--- src/rtl/fetch_pc_ctrl_pkg.sv ---
// Shared types and constants for the next-PC sequencer.
package fetch_pc_ctrl_pkg;

    localparam logic [31:0] START_POINT     = 32'hBFC0_0000;
    localparam int unsigned DEFAULT_PC_STEP = 4;

    typedef enum logic [1:0] {
        ST_BOOT    = 2'd0,
        ST_SEQ     = 2'd1,
        ST_DS_WAIT = 2'd2
    } fetch_state_t;

    function automatic logic is_misaligned(input logic [31:0] addr);
        return addr[1:0] != 2'b00;
    endfunction

endpackage

--- src/rtl/fetch_pc_ctrl_if.sv ---
// Redirect inputs and IF-side fetch handshake of the next-PC sequencer.
interface fetch_pc_ctrl_if;
    logic        if_ready;
    logic        exc_req;
    logic [31:0] exc_vec;
    logic        eret_req;
    logic [31:0] epc;
    logic        br_req;
    logic [31:0] br_target;
    logic        br_ds_done;
    logic        pc_valid;
    logic [31:0] pc_out;
    logic        pc_adel;
    logic        flush_o;

    modport master (
        input  if_ready, exc_req, exc_vec, eret_req, epc, br_req, br_target, br_ds_done,
        output pc_valid, pc_out, pc_adel, flush_o
    );

    modport slave (
        output if_ready, exc_req, exc_vec, eret_req, epc, br_req, br_target, br_ds_done,
        input  pc_valid, pc_out, pc_adel, flush_o
    );
endinterface

--- src/rtl/fetch_pc_ctrl_redirect_arb.sv ---
// Combinational priority mux: exception > ERET > branch > sequential.
module fetch_pc_ctrl_redirect_arb (
    input  logic        exc_req,
    input  logic [31:0] exc_vec,
    input  logic        eret_req,
    input  logic [31:0] epc,
    input  logic        br_req,
    input  logic [31:0] br_target,
    input  logic [31:0] seq_pc,
    output logic [31:0] sel_target,
    output logic        is_flush,
    output logic        is_branch
);

    always_comb begin
        sel_target = seq_pc;
        is_flush   = 1'b0;
        is_branch  = 1'b0;
        if (exc_req) begin
            sel_target = exc_vec;
            is_flush   = 1'b1;
        end else if (eret_req) begin
            sel_target = epc;
            is_flush   = 1'b1;
        end else if (br_req) begin
            sel_target = br_target;
            is_branch  = 1'b1;
        end
    end

endmodule

--- src/rtl/fetch_pc_ctrl.sv ---
// Next-PC sequencer: holds the fetch address under the IF handshake and
// defers branch targets until the delay slot has been accepted.
module fetch_pc_ctrl
    import fetch_pc_ctrl_pkg::*;
#(
    parameter logic [31:0] RESET_PC = START_POINT,
    parameter int unsigned PC_STEP  = DEFAULT_PC_STEP
) (
    input  logic             clk,
    input  logic             rst,
    fetch_pc_ctrl_if.master  bus
);

    fetch_state_t state_reg, state_next;
    logic [31:0]  pc_reg, pc_next;
    logic [31:0]  ds_tgt_reg, ds_tgt_next;
    logic         valid_reg, valid_next;
    logic         adel_reg, adel_next;
    logic         flush_reg, flush_next;

    logic [31:0]  seq_pc;
    logic [31:0]  sel_target;
    logic         is_flush;
    logic         is_branch;
    logic         accept;

    assign accept = valid_reg & bus.if_ready;
    assign seq_pc = pc_reg + 32'(PC_STEP);

    fetch_pc_ctrl_redirect_arb u_arb (
        .exc_req    (bus.exc_req),
        .exc_vec    (bus.exc_vec),
        .eret_req   (bus.eret_req),
        .epc        (bus.epc),
        .br_req     (bus.br_req),
        .br_target  (bus.br_target),
        .seq_pc     (seq_pc),
        .sel_target (sel_target),
        .is_flush   (is_flush),
        .is_branch  (is_branch)
    );

    always_ff @(posedge clk or posedge rst) begin
        if (rst) begin
            state_reg  <= ST_BOOT;
            pc_reg     <= RESET_PC;
            ds_tgt_reg <= '0;
            valid_reg  <= 1'b0;
            adel_reg   <= 1'b0;
            flush_reg  <= 1'b0;
        end else begin
            state_reg  <= state_next;
            pc_reg     <= pc_next;
            ds_tgt_reg <= ds_tgt_next;
            valid_reg  <= valid_next;
            adel_reg   <= adel_next;
            flush_reg  <= flush_next;
        end
    end

    always_comb begin
        state_next  = state_reg;
        pc_next     = pc_reg;
        ds_tgt_next = ds_tgt_reg;
        valid_next  = valid_reg;
        adel_next   = adel_reg;
        flush_next  = 1'b0;

        if (is_flush) begin
            // Exception/ERET override everything, including a deferred branch target.
            pc_next     = sel_target;
            valid_next  = 1'b1;
            adel_next   = is_misaligned(sel_target);
            flush_next  = 1'b1;
            ds_tgt_next = '0;
            state_next  = ST_SEQ;
        end else begin
            case (state_reg)
                ST_BOOT: begin
                    pc_next    = RESET_PC;
                    valid_next = 1'b1;
                    adel_next  = is_misaligned(RESET_PC);
                    state_next = ST_SEQ;
                end
                ST_SEQ: begin
                    if (is_branch) begin
                        // Delay slot already gone (or leaving now): issue the target directly.
                        if (bus.br_ds_done || accept || !valid_reg) begin
                            pc_next    = sel_target;
                            valid_next = 1'b1;
                            adel_next  = is_misaligned(sel_target);
                        end else begin
                            ds_tgt_next = sel_target;
                            state_next  = ST_DS_WAIT;
                        end
                    end else if (accept) begin
                        // A misaligned fetch stalls the sequencer until a redirect arrives.
                        if (adel_reg) begin
                            valid_next = 1'b0;
                            adel_next  = 1'b0;
                        end else begin
                            pc_next   = sel_target;
                            adel_next = is_misaligned(sel_target);
                        end
                    end
                end
                ST_DS_WAIT: begin
                    if (accept) begin
                        pc_next    = ds_tgt_reg;
                        adel_next  = is_misaligned(ds_tgt_reg);
                        state_next = ST_SEQ;
                    end
                end
                default: state_next = ST_BOOT;
            endcase
        end
    end

    assign bus.pc_valid = valid_reg;
    assign bus.pc_out   = pc_reg;
    assign bus.pc_adel  = adel_reg;
    assign bus.flush_o  = flush_reg;

endmodule

--- src/flat_wrapper.sv ---
// flat-port wrapper written by rule: the top's interface ports become plain ports
module fetch_pc_ctrl_flat import fetch_pc_ctrl_pkg::*;
#(
    parameter logic [31:0] RESET_PC = START_POINT,
    parameter int unsigned PC_STEP  = DEFAULT_PC_STEP
)
  (clk, rst, bus_if_ready, bus_exc_req, bus_exc_vec, bus_eret_req, bus_epc, bus_br_req, bus_br_target, bus_br_ds_done, bus_pc_valid, bus_pc_out, bus_pc_adel, bus_flush_o);
  fetch_pc_ctrl_if bus_i ();
  input  logic clk;
  input  logic rst;
  input wire logic [$bits(bus_i.if_ready)-1:0] bus_if_ready;
  input wire logic [$bits(bus_i.exc_req)-1:0] bus_exc_req;
  input wire logic [$bits(bus_i.exc_vec)-1:0] bus_exc_vec;
  input wire logic [$bits(bus_i.eret_req)-1:0] bus_eret_req;
  input wire logic [$bits(bus_i.epc)-1:0] bus_epc;
  input wire logic [$bits(bus_i.br_req)-1:0] bus_br_req;
  input wire logic [$bits(bus_i.br_target)-1:0] bus_br_target;
  input wire logic [$bits(bus_i.br_ds_done)-1:0] bus_br_ds_done;
  output wire logic [$bits(bus_i.pc_valid)-1:0] bus_pc_valid;
  output wire logic [$bits(bus_i.pc_out)-1:0] bus_pc_out;
  output wire logic [$bits(bus_i.pc_adel)-1:0] bus_pc_adel;
  output wire logic [$bits(bus_i.flush_o)-1:0] bus_flush_o;
  assign bus_i.if_ready = bus_if_ready;
  assign bus_i.exc_req = bus_exc_req;
  assign bus_i.exc_vec = bus_exc_vec;
  assign bus_i.eret_req = bus_eret_req;
  assign bus_i.epc = bus_epc;
  assign bus_i.br_req = bus_br_req;
  assign bus_i.br_target = bus_br_target;
  assign bus_i.br_ds_done = bus_br_ds_done;
  assign bus_pc_valid = bus_i.pc_valid;
  assign bus_pc_out = bus_i.pc_out;
  assign bus_pc_adel = bus_i.pc_adel;
  assign bus_flush_o = bus_i.flush_o;
  fetch_pc_ctrl #(.RESET_PC(RESET_PC), .PC_STEP(PC_STEP)) u_core (.clk(clk), .rst(rst), .bus(bus_i));
endmodule
--- config.mk ---
export PLATFORM = sky130hd
export DESIGN_NAME = fetch_pc_ctrl_flat
export DESIGN_NICKNAME = d
export VERILOG_FILES = /design/src/rtl/fetch_pc_ctrl_pkg.sv /design/src/rtl/fetch_pc_ctrl_if.sv /design/src/rtl/fetch_pc_ctrl_redirect_arb.sv /design/src/rtl/fetch_pc_ctrl.sv /design/src/flat_wrapper.sv
export SDC_FILE = /design/constraint.sdc
export NUM_CORES = 1
export LEC_CHECK = 0
export BUFFER_PORTS_ARGS = -buffer_cell sky130_fd_sc_hd__buf_2
export CAP_MARGIN = 5
export CORE_MARGIN = 5
export CORE_UTILIZATION = 50
export DETAILED_ROUTE_END_ITERATION = 7
export PLACE_DENSITY_LB_ADDON = 0.05
export SKIP_CTS_REPAIR_TIMING = 1
export SLEW_MARGIN = 20
export SYNTH_ARGS = -nofsm -noshare
export SYNTH_HDL_FRONTEND = slang
export SYNTH_SLANG_ARGS = --single-unit
--- constraint.sdc ---
create_clock -name clk -period 3.2 [get_ports clk]
set_clock_uncertainty 0.2 [all_clocks]
set_input_delay 0.16 -clock clk [delete_from_list [all_inputs] [get_ports clk]]
set_output_delay 0.16 -clock clk [all_outputs]
set_load 0.005 [all_outputs]
==> run_results.csv <==
group,metric,value,unit
timing,whs,-0.0644,ns
finish,fillCellCount,849,
synthesis,syn-num-nets,692,
global_route,antenna_found_initial,0,
die,io_pins,138,
global_route,grt_start_max_net_pins,70,
global_route,overflow,0,
route,route.detailed.drc,0,
place,pre_cts_ws,0.567,ns
synthesis,synth_seq_cells,69,
synthesis,synth_area,4770,µm²
timing,max_freq,368,MHz
route,drtAntennaViolNets,0,
finish,num_antenna_cells,0,
die,row_count,35,
power,power,0.00242,W
die,die_h,108,µm
global_route,grt_first_pass_wirelength,27.4,mm
timing,tightestPinTransition,0.920,ns
synthesis,yosys_warnings,0,
timing,hold_viol,15,
power,peakVddDrop,0.195,mV
critical_path,cp.required,3.29,ns
synthesis,synth_commonest_cells,"nand2_1 (90), dfrtp_1 (60), o21ai_0 (56)",
power,p_per_area,399,nW/µm²
die,die_w,108,µm
finish,synthToLayoutAreaGrowth,26.7,%
synthesis,ys.flop_type,"dfrtp_1",
power,p_leak,2.73,nW
finish,drive_above_1_share,0.270,
synthesis,yosysMostFrequentCell,"nand2_1",
route,drt_iter0_drc,403,
run_status,outcome,"finished with violations",
cts,path_clk_slew,0.08,ns
synthesis,synth_top_cells_by_area,"dfrtp_1 (31%), nand2_1 (7.1%), o21ai_0 (5.9%)",
global_route,grt.total_usage,0.299,
critical_path,critPathLaunchType,"flop",
critical_path,critPathCaptureType,"flop",
run_status,failed_checks,"negative hold slack",
timing,relSlewSlack,0.386,
synthesis,synthCells,584,
timing,fin_tns_setup,0,ns
finish,postLayoutCoreUtil,0.651,
timing,post-route-period-util,0.848,
synthesis,synth_top_cell_by_area,"dfrtp_1",
cts,cts_buffer_depth,2,
timing,rsz0062_at_grt,"false",
route,viasPerCell,6.24,
timing,layout_setup_ws,0.485,ns
synthesis,ys_types,66,
critical_path,crit_start,"u_core.state_reg[0]",
die,die_area,11600,µm²
cts,htreeDepth,3,
critical_path,worstPathArrival,2.81,ns
route,wire_per_inst,20.0,µm
route,wirelength,17.4,mm
critical_path,critical_path_class,"reg -> reg",
synthesis,yosysSeqAreaShare,0.364,
route,vias,5430,
timing,setup_viol,0,
critical_path,reg2reg_from,"u_core.state_reg[0]",
critical_path,reg2reg_depth,8,
hold_path,hold_class,"in -> reg",
cts,clock-sinks,69,
timing,period_minus_slack,2.71,ns
synthesis,synth_edf_count,0,
critical_path,cp_max_fo,9,
hold_path,hold_start,"bus_exc_vec[22]",
synthesis,synth_top_cell_area_share,0.315,
place,io_buffer_count,137,
cts,cts_tree,"done",
cts,clk_latency,0.35,ns
global_route,grt_pass1_vias,5260,
place,dp_hpwl,12.2,mm
die,start_util,0.514,
synthesis,async_flop_share,1.00,
place,globalplace.congestion,0.965,
synthesis,synth.avg_cell_area,8.17,µm²
run,cap_violations,0,
die,fp.coreArea,9280,µm²
finish,nNetsFinal,844,
route,dr.pass1.iters,5,
cts,numCtsBuffers,9,
cts,root_buffer,"clkbuf_8",
hold_path,worst_hold_path.num_cells,3,
timing,finalMaxSlewViolations,0,
## final timing paths
check / end / slack, ns
max in group asynchronous: u_core.bus.pc_out[21] / 1.77
setup / recovery: u_core.bus.pc_out[21] / 0.49
min in group asynchronous: u_core.bus.pc_out[5] / 0.41
setup reg to reg: u_core.bus.pc_out[21] / 0.49
hold reg to reg: u_core.ds_tgt_reg[22] / 0.29
hold / removal: u_core.bus.pc_out[22] / -0.06
## per-layer routing
| layer | track usage | up-vias | part of all wire |
|---|---|---|---|
| met1 | 0.410 | 2601 | 0.42 |
| li1 | - | 2500 | - |
| met2 | 0.470 | 295 | 0.47 |
| met4 | 0.114 | 0 | 0.022 |
| met3 | 0.0528 | 34 | 0.095 |
| met5 | 0 | - | 0 |
## through the flow
step / area (µm²) / instances
2_1_floorplan: 4770 / 584
6_report: 6050 / 870
3_3_place_gp: 5650 / 834
4_1_cts: 5850 / 850
5_1_grt: 6050 / 870
3_5_place_dp: 5650 / 834
## cells by family after synthesis
group	Yosys count	share of synthesized area
AOI/OAI and AO/OA	229	0.331
adders and majority gates	5	0.0131
DFF	69	0.364
xor gates and xnor gates	15	0.0275
and+or+nand+nor	207	0.206
buffers and inverters	53	0.0451
muxes	6	0.0128
## report_power, final
group	total (W)	internal, W	switching, W
clock	0.000739	0.000380	0.000359
combinational	0.000607	0.000278	0.000329
sequential	0.00107	0.000956	0.000113
## placed cells by master (no fill, tap or decap), drive strengths merged, types with 3 or more instances in the layout
cell type | Yosys | final
a22oi | 19 | 19
o22ai | 8 | 8
a22o | 21 | 21
o211ai | 8 | 8
o31ai | 12 | 12
and4 | 5 | 5
a21oi | 43 | 43
nor3b | 3 | 3
nor3 | 8 | 8
nor2 | 40 | 40
a211oi | 3 | 3
and2 | 7 | 7
dlygate4sd3 | 0 | 20
o21ai | 56 | 56
a31oi | 6 | 6
xnor2 | 8 | 8
xor2 | 7 | 7
or3 | 3 | 3
a2bb2oi | 4 | 4
and3 | 5 | 5
a21o | 3 | 3
nor2b | 6 | 6
buf | 19 | 162
nor4 | 3 | 3
ha | 5 | 5
dfrtp | 60 | 60
a221oi | 13 | 13
clkbuf | 22 | 12
clkinv | 1 | 3
a21boi | 4 | 4
nand2 | 91 | 91
inv | 11 | 11
dfstp | 9 | 9
nand3 | 21 | 21
a32oi | 3 | 3
mux2i | 5 | 5
nand4 | 10 | 10
## area by class of cell
type                       instances  area (µm²)  share of cell area
multi-input combinational        462        2820               0.467
sequential                        69        1740               0.287
timing repair buffer             182        1090               0.180
tap                              129         161              0.0267
clock buffer                      12         145              0.0240
clock inverter                     4        47.5             0.00786
inverter                          12        45.0             0.00745
## worst max-delay path: stages, from the launching register on
cell       delay, ns
dfrtp_1         0.42
inv_1           0.09
ha_1            0.23
nor3b_2         0.17
and2_0          0.26
a221oi_4        0.47
nand2_2         0.23
a2111oi_0       0.46
a21o_1          0.13
No activity file was read; power rests on OpenSTA's default activity.
